### config.mk
export PLATFORM = sky130hd
export DESIGN_NAME = lock_key_table
export DESIGN_NICKNAME = d
export VERILOG_FILES = /design/src/rtl/lock_key_table.sv
export SDC_FILE = /design/constraint.sdc
export NUM_CORES = 1
export LEC_CHECK = 0
export CORE_UTILIZATION = 63
export DETAILED_ROUTE_END_ITERATION = 10
export HOLD_SLACK_MARGIN = 0.12
export PLACE_DENSITY = 0.86
export SETUP_SLACK_MARGIN = 0.5
export SLEW_MARGIN = 20
export SYNTH_ARGS = -nofsm -noshare
export SYNTH_HDL_FRONTEND = slang
export SYNTH_SLANG_ARGS = --single-unit
### constraint.sdc
create_clock -name clk -period 5.3 [get_ports clk]
set_input_delay 0.795 -clock clk [delete_from_list [all_inputs] [get_ports clk]]
set_output_delay 0.795 -clock clk [all_outputs]
set_load 0.05 [all_outputs]
### src/rtl/lock_key_table.sv
// Key-lock responder: grants/blocks obtain requests against a table of held keys.
// Optional LOCK_KEY_TABLE_STATS_EN builds saturating grant/block counters.
module lock_key_table #(
  parameter int DATA_WIDTH = 32,
  parameter int NUM_LOCKS  = 8
) (
  input  logic                         clk,
  input  logic                         reset,
  input  logic [DATA_WIDTH-1:0]        proc_key,
  input  logic                         proc_obtain_key,
  output logic                         proc_key_grant,
  output logic                         proc_key_blocked,
  output logic                         locks_available,
  input  logic                         release_valid,
  input  logic [DATA_WIDTH-1:0]        release_key,
  output logic                         release_miss,
  output logic [$clog2(NUM_LOCKS):0]   num_locked,
  output logic [31:0]                  stat_grant_count,
  output logic [31:0]                  stat_block_count
);

  localparam int IW = $clog2(NUM_LOCKS);
  localparam int CW = IW + 1;

  typedef enum logic [1:0] {
    S_IDLE,
    S_LOOKUP,
    S_RESPOND,
    S_WAIT
  } state_e;

  state_e                state_q, state_d;
  logic [DATA_WIDTH-1:0] req_key_q;
  logic                  hit_q, any_free_q;
  logic [IW-1:0]         free_idx_q;
  logic [NUM_LOCKS-1:0]  valid_q, valid_d;
  logic [DATA_WIDTH-1:0] key_q [NUM_LOCKS];
  logic                  grant_q, block_q, miss_q, avail_q;
  logic [CW-1:0]         num_q, num_d;

  logic                  hit_c, any_free_c;
  logic [IW-1:0]         free_idx_c;
  logic [NUM_LOCKS-1:0]  rel_vec;
  logic                  rel_hit;
  logic                  alloc_en, block_en;

  // State register
  always_ff @(posedge clk or posedge reset) begin
    if (reset) state_q <= S_IDLE;
    else       state_q <= state_d;
  end

  // Next-state logic
  always_comb begin
    state_d = state_q;
    unique case (state_q)
      S_IDLE:    if (proc_obtain_key) state_d = S_LOOKUP;
      S_LOOKUP:  state_d = S_RESPOND;
      S_RESPOND: state_d = S_WAIT;
      S_WAIT:    if (!proc_obtain_key) state_d = S_IDLE;
      default:   state_d = S_IDLE;
    endcase
  end

  // Output decode
  always_comb begin
    alloc_en = 1'b0;
    block_en = 1'b0;
    if (state_q == S_RESPOND) begin
      alloc_en = !hit_q && any_free_q;
      block_en = !alloc_en;
    end
  end

  // Descending scan so the lowest free index wins
  always_comb begin
    hit_c      = 1'b0;
    any_free_c = 1'b0;
    free_idx_c = '0;
    for (int i = NUM_LOCKS - 1; i >= 0; i--) begin
      if (valid_q[i] && key_q[i] == req_key_q) hit_c = 1'b1;
      if (!valid_q[i]) begin
        any_free_c = 1'b1;
        free_idx_c = IW'(i);
      end
    end
  end

  always_comb begin
    rel_vec = '0;
    for (int i = 0; i < NUM_LOCKS; i++) begin
      rel_vec[i] = release_valid && valid_q[i] && key_q[i] == release_key;
    end
    rel_hit = |rel_vec;
  end

  always_comb begin
    valid_d = valid_q & ~rel_vec;
    if (alloc_en) valid_d[free_idx_q] = 1'b1;
    num_d = num_q;
    if (alloc_en && !rel_hit)      num_d = num_q + CW'(1);
    else if (!alloc_en && rel_hit) num_d = num_q - CW'(1);
  end

  always_ff @(posedge clk or posedge reset) begin
    if (reset) begin
      req_key_q  <= '0;
      hit_q      <= 1'b0;
      any_free_q <= 1'b0;
      free_idx_q <= '0;
    end else begin
      if (state_q == S_IDLE && proc_obtain_key) req_key_q <= proc_key;
      if (state_q == S_LOOKUP) begin
        hit_q      <= hit_c;
        any_free_q <= any_free_c;
        free_idx_q <= free_idx_c;
      end
    end
  end

  always_ff @(posedge clk or posedge reset) begin
    if (reset) begin
      valid_q <= '0;
      num_q   <= '0;
      avail_q <= 1'b1;
      grant_q <= 1'b0;
      block_q <= 1'b0;
      miss_q  <= 1'b0;
    end else begin
      valid_q <= valid_d;
      num_q   <= num_d;
      avail_q <= ~&valid_d;
      grant_q <= alloc_en;
      block_q <= block_en;
      miss_q  <= release_valid && !rel_hit;
    end
  end

  // Key storage needs no reset; valid bits qualify it
  always_ff @(posedge clk) begin
    if (alloc_en) key_q[free_idx_q] <= req_key_q;
  end

  assign proc_key_grant   = grant_q;
  assign proc_key_blocked = block_q;
  assign release_miss     = miss_q;
  assign locks_available  = avail_q;
  assign num_locked       = num_q;

`ifdef LOCK_KEY_TABLE_STATS_EN
  logic [31:0] sg_q, sb_q;

  always_ff @(posedge clk or posedge reset) begin
    if (reset) begin
      sg_q <= '0;
      sb_q <= '0;
    end else begin
      if (alloc_en && sg_q != '1) sg_q <= sg_q + 32'd1;
      if (block_en && sb_q != '1) sb_q <= sb_q + 32'd1;
    end
  end

  assign stat_grant_count = sg_q;
  assign stat_block_count = sb_q;
`else
  assign stat_grant_count = '0;
  assign stat_block_count = '0;
`endif

endmodule

==> summary.md, run 1 <==
| Metric | Value |
|---|---|
| Synth cell types | `49` |
| Final Net Count | `1,447` |
| Gate power share | `about a third` |
| Outcome | `finished clean` |
| Synth area leader | `edfxtp_1` |
| CTS tree | `done` |
| Crit path required time | `5.69 ns` |
| Share of layout cells above drive strength 1 | `9.81%` |
| Total track usage | `44.5%` |
| DR pass1 iterations | `5` |
| Peak VDD IR | `roughly 0.6 mV` |
| Initial Util | `65.0%` |
| I/O Buffers | `75` |
| Post-CTS Setup Bufs | `0` |
| Post-synth EDFFs | `256` |
| Filler cells | `1,648` |
| Area delta synth->final | `13.0%` |
| Non-Filler Instances | `1,730` |
| Sequential cell area fraction in the yosys report | `between 50% and 60%` |
| Leakage | `roughly 6.5 nW` |
| Critical path launch point type | `input port` |
| Final WL | `58.4 mm` |
| Routed len/inst | `33.8 um` |
| Fin Setup TNS | `0 ns` |
| # rows | `58` |
| Post-synthesis cell count | `1,287` |
| Total grt overflow | `0` |
| Commonest non-fill, non-tap cell in the layout | `xnor2_1` |
| Die H | `around 160 um` |
| GPL Wtd Cong | `1.14` |
| Yosys top cell area share | `46.5%` |
| Fmax | `0.217 GHz` |
| Die Footprint | `26,900 um2` |
| Largest net degree at the start of global routing | `56` |
| Cell type of the slowest stage on the worst timing path | `clkdlybuf4s50_1` |
| Ys Warns | `0` |
| Synth async-reset ratio | `17.7%` |
| First-pass GRT wire length | `around 80 mm` |
| CTS Hold Buffers Added | `0` |
| Most frequent cells in the layout | `xnor2_1, edfxtp_1, xor2_1, clkdlybuf4s50_1, nand4_1` |
| Detailed Place HPWL | `43.6 mm` |
| Final setup viols | `0` |
| Sw power | `3.71 mW` |
| CTS Buffer Depth | `3` |
| Setup WS post-layout | `0.692 ns` |
| Core area | `25,500 um2` |
| Ranking of synthesized cells by area | `edfxtp_1, xnor2_1, xor2_1, dfrtp_1, buf_4` |
| Period minus WS final | `roughly 4.6 ns` |
| Final Hold Viols | `0` |
| Initial DRC count | `around 2,000` |
| Max Slew Vio Count | `0` |
| Relative slew slack | `31.5%` |
| Critical path fanouts, max | `8` |
| Register share of total power | `42.0%` |
| Vias | `11,100` |
| Post-Syn Area | `16,500 um2` |
| Via density | `6.44` |
| Post-DRT Antenna Nets | `0` |
| Clk_skew | `0.0215 ns` |
| Clock sink count | `311` |
| Avg Cell Area, Syn | `around 13 um2` |
| Crit share post-route | `86.9%` |
| Internal Power | `6.00 mW` |
| RSZ-0062 raised after global routing | `false` |
| Clock-pin slew on the worst setup and hold paths | `0.05 ns` |
| Clk_lat worst skew | `0.52 ns` |
| DP Cell Count | `around 1,700` |
| Ys flop type | `edfxtp_1` |
| Crit end category | `flop` |
| Die X | `roughly 160 um` |
| Power share of the clock group | `around a quarter` |
| Critical path arrival | `5.00 ns` |
| Yosys reg bits | `311` |
| Sw Ratio | `38.2%` |
| Cells along the critical path | `clkdlybuf4s50_1 > xor2_1 > nor4_1 > nand2_4 > nor4_1 > or4_1 > nor2_1 > ha_1 > inv_1 > ha_1 > a21o_1 > a21oi_1 > xnor2_1 > nor2_1 > xor2_1` |
| Antenna violations before repair | `4` |
| CTS Buf Count | `35` |
| Hold Path Class | `flop to flop` |
| Root Buffer | `clkbuf_16` |
| Worst-Margin Slew | `1.03 ns` |
| Hold Slack | `0.471 ns` |
| Max Cap Violations | `0` |
| I/O pin count | `140` |
| DRC Markers | `0` |
| Kind of critical path | `input port to flop` |
| PostCTS Resize Cnt | `0` |
| Cell Pwr Density | `roughly 520 nW/um2` |
| Post-Place Setup Slack | `approximately 0.43 ns` |
| Biggest cell delay along the critical path | `1.00 ns` |
| Vias in the first global route | `10,800` |
| CTS H-tree depth | `2` |
[metrics by stage]
step,power [mW],util [%],cell area [um2]
6_report,9.71,73.4,18700
5_1_grt,9.91,73.4,18700
4_1_cts,9.59,73.4,18700
3_5_place_dp,7.03,68.6,17500
3_3_place_gp,6.99,68.6,17500
2_1_floorplan,5.77,-,16800
[worst max-delay path, delay by kind of cell]
kind            cells  cell delay, ns
compound gates      2            0.33
xor+xnor            3            0.66
fa+ha+maj           2            0.46
buf+inv             2            1.12
simple gates        6            1.62
[power by group through the flow]
stage | sequential (mW) | combinational, mW | clock, mW
6_report | 4.08 | 3.05 | 2.57
5_1_grt | 4.11 | 3.13 | 2.67
4_1_cts | 4.05 | 2.96 | 2.58
3_5_place_dp | 4.09 | 2.94 | 0
3_3_place_gp | 4.07 | 2.91 | 0
2_1_floorplan | 3.72 | 2.05 | 0
[routing by layer]
layer  routed length, um  share of wire (%)  global-route usage (%)  up-vias
li1                    -                  -                       -     4567
met4                4260                7.3                    27.1        0
met5                   0                  0                       0        -
met2               25400                 43                    65.3      915
met1               21500                 37                    59.5     5476
met3                7280                 12                    11.3      178
[layout make-up]
| cell class | count | area, um2 | share of cell area [%] |
|---|---|---|---|
| flip-flops and latches | 311 | 9060 | 48.5 |
| multi-input cells | 881 | 6840 | 36.6 |
| repair buffers | 117 | 1070 | 5.70 |
| clock buffers | 47 | 952 | 5.09 |
| well taps | 330 | 413 | 2.21 |
| clock inverters | 16 | 259 | 1.39 |
| inverters | 24 | 90.1 | 0.482 |
| diodes | 4 | 10.0 | 0.0535 |
[Yosys cell counts (3+ instances only)]
library cell and number:
a21oi_1 4, or4_1 9, mux2_2 33, xnor2_1 274
nor2_1 9, a41oi_1 3, o31ai_1 6, o22ai_1 4
nor3_1 18, a22oi_1 3, and3_1 3, nand2_1 16
buf_1 4, nand4_1 73, inv_1 24, xor2_1 238
clkbuf_1 33, edfxtp_1 256, ha_1 8, nand3_1 28
nor4_1 62, buf_2 30, dfrtp_1 54, buf_4 64
o21ai_0 5
[worst paths after layout]
check                      cells after the start  slack [ns]            end       startpoint
max                                           15        0.69  num_locked[3]  release_key[27]
min                                            1        0.47  num_locked[3]    num_locked[3]
max reg2reg                                   14        1.61  num_locked[3]     key_q[2][24]
min reg2reg                                    1        0.47  num_locked[3]    num_locked[3]
max in group asynchronous                      3        3.94     valid_q[1]            reset
min in group asynchronous                      3        0.84   req_key_q[9]            reset
[registers in the layout, indices dropped and copies added (netlist names)]
name / cells
release_miss: 1
proc_key_blocked: 1
valid_q: 8
num_locked: 4
state_q: 2
any_free_q: 1
hit_q: 1
req_key_q: 32
free_idx_q: 3
locks_available: 1
key_q: 256
proc_key_grant: 1
[cell families (layout without fill, tap and decap cells)]
family,Yosys count,in the layout,share of synthesized area [%]
xor gates and xnor gates,512,512,27.1
DFF,311,311,54.8
muxes,34,34,2.31
adders and majority gates,9,9,0.726
other,1,68,0.0227
buffers and inverters,158,204,5.39
and+or+nand+nor,226,226,7.99
AOI/OAI and AO/OA,36,36,1.68
Note: power is estimated with default switching activity, not from simulation.
==> run 2: changes to the inputs <==
Settings changed: PLACE_DENSITY 0.86 to 0.85.
==> summary.md, run 2 (same netlist as run 1, synthesis figures left out) <==
| Metric | Value |
|---|---|
| # rows | `58` |
| Hold Path Class | `flop to flop` |
| CTS Buffer Depth | `3` |
| Vias | `between 10,000 and 15,000` |
| Die X | `164 um` |
| Filler cells | `1,720` |
| Clk_skew | `0.0179 ns` |
| Final WL | `57.9 mm` |
| Largest net degree at the start of global routing | `34` |
| Kind of critical path | `input port to flop` |
| First-pass GRT wire length | `80.4 mm` |
| Total grt overflow | `0` |
| Fmax | `around 0.24 GHz` |
| Period minus WS final | `4.23 ns` |
| Area delta synth->final | `12.5%` |
| Multi-input gate area | `6840 um2` |
| Regs by FF count | `key_q: 256 flops, req_key_q: 32 flops, valid_q: 8 flops` |
| CTS Hold Buffers Added | `0` |
| Total track usage | `44.4%` |
| Final Hold Viols | `0` |
| Initial DRC count | `1,828` |
| Commonest non-fill, non-tap cell in the layout | `xnor2_1` |
| DR pass1 iterations | `8` |
| Outcome | `finished clean` |
| Internal Power | `slightly below 6 mW` |
| Peak VDD IR | `0.464 mV` |
| I/O Buffers | `75` |
| Routed len/inst | `33.5 um` |
| Vias in the first global route | `roughly 11,000` |
| Die H | `164 um` |
| Non-Filler Instances | `1,728` |
| Root Buffer | `clkbuf_16` |
| Final setup viols | `0` |
| Sw power | `3.68 mW` |
| Via density | `approximately 6.4` |
| Clock sink count | `between 300 and 400` |
| Critical path arrival | `4.63 ns` |
| Worst-Margin Slew | `1.06 ns` |
| Register share of total power | `42.6%` |
| Most frequent cells in the layout | `xnor2_1, edfxtp_1, xor2_1, clkdlybuf4s50_1, nand4_1` |
| CTS Buf Count | `34` |
| GPL Wtd Cong | `1.16` |
| Crit share post-route | `79.9%` |
| Gate power share | `32.3%` |
| I/O pin count | `140` |
| Core area | `25,500 um2` |
| Share of layout cells above drive strength 1 | `approximately a tenth` |
| Clk_lat worst skew | `0.52 ns` |
| Final Net Count | `1,450` |
| Initial Util | `around two thirds` |
| Ant diodes | `0` |
| Max Slew Vio Count | `0` |
| Critical path fanouts, max | `8` |
| Most flops, register | `key_q` |
| CTS tree | `done` |
| Leakage | `6.48 nW` |
| RSZ-0062 raised after global routing | `false` |
| Fin Setup TNS | `0 ns` |
| Die Footprint | `approximately 27,000 um2` |
| Crit path required time | `5.70 ns` |
| Crit end category | `flop` |
| Detailed Place HPWL | `between 40 and 50 mm` |
| Post-CTS Setup Bufs | `0` |
| Sw Ratio | `38.7%` |
| DRC Markers | `0` |
| Clock-pin slew on the worst setup and hold paths | `0.06 ns` |
| Sequential cell area | `9060 um2` |
| Cell Pwr Density | `511 nW/um2` |
| Relative slew slack | `between 20% and 30%` |
| Power share of the clock group | `25.1%` |
| Critical path launch point type | `input port` |
| PostCTS Resize Cnt | `0` |
| Max reg flops | `256` |
| CTS H-tree depth | `2` |
| Antenna violations before repair | `2` |
| Post-DRT Antenna Nets | `0` |
| Max Cap Violations | `0` |
| DP Cell Count | `between 1,500 and 2,000` |
[run 2: cell types whose count changed in the layout (fill, tap and decap cells not counted), moves of 2 or more]
cell	delta
diode_2	-4
buf_4	+4
clkinv_8	-2
bufinv_16	-4
clkinv_2	+2
clkbuf_8	+5
[run 2: cell type report]
| type | instances | share of cell area (%) |
|---|---|---|
| flip-flops and latches | 311 | 48.7 |
| multi-input cells | 881 | 36.8 |
| repair buffers | 121 | 5.89 |
| clock buffers | 50 | 5.33 |
| well taps | 330 | 2.22 |
| clock inverters | 11 | 0.605 |
| inverters | 24 | 0.484 |
[run 2: worst paths after layout]
| check | cells past startpoint | slack (ns) | endpoint | startpoint |
|---|---|---|---|---|
| worst min-delay path | 1 | 0.48 | num_locked[3] | num_locked[3] |
| worst min register to register | 1 | 0.48 | num_locked[3] | num_locked[3] |
| worst max register to register | 14 | 1.71 | num_locked[3] | key_q[2][24] |
| worst max-delay path | 15 | 1.07 | num_locked[3] | release_key[7] |
| max in group asynchronous | 3 | 3.67 | locks_available | reset |
| min in group asynchronous | 2 | 0.68 | req_key_q[5] | reset |
[run 2: power by group through the flow]
stage | sequential, mW | combinational [mW] | clock, mW
global placement | 4.04 | 2.94 | 0
detailed placement | 4.07 | 2.96 | 0
global route | 4.08 | 3.17 | 2.46
CTS | 4.02 | 2.99 | 2.38
floorplan | 3.72 | 2.05 | 0
finish | 4.05 | 3.08 | 2.39
[run 2: metal layers]
metal	up-vias	GRT usage [%]	part of all wire (%)
met5	-	0	0.048
met4	4	25.9	6.7
met1	5425	58.3	36
met2	838	67.4	45
met3	164	10.8	12
li1	4556	-	-
[run 2: critical path, stage by stage]
cell             delay (ns)
clkdlybuf4s50_1        0.77
xnor2_1                0.58
nand3_1                0.12
or4_1                  0.57
nor3_1                 0.25
or4_1                  0.19
nor2_1                 0.08
ha_1                   0.20
inv_1                  0.12
ha_1                   0.25
a21o_1                 0.17
a21oi_1                0.18
xnor2_1                0.14
nor2_1                 0.07
xor2_1                 0.14
[run 2: through the flow]
stage / power [mW] / area [um2] / util [%] / hold slack, ns / setup slack [ns]
floorplan: 5.77 / 16800 / - / 0.444 / 1.69
global placement: 6.98 / 17500 / 68.7 / 0.459 / 0.629
detailed placement: 7.03 / 17500 / 68.7 / 0.466 / 0.643
CTS: 9.39 / 18600 / 73.1 / 0.474 / 1.15
global route: 9.71 / 18600 / 73.1 / 0.498 / 0.976
finish: 9.52 / 18600 / 73.1 / 0.475 / 1.07
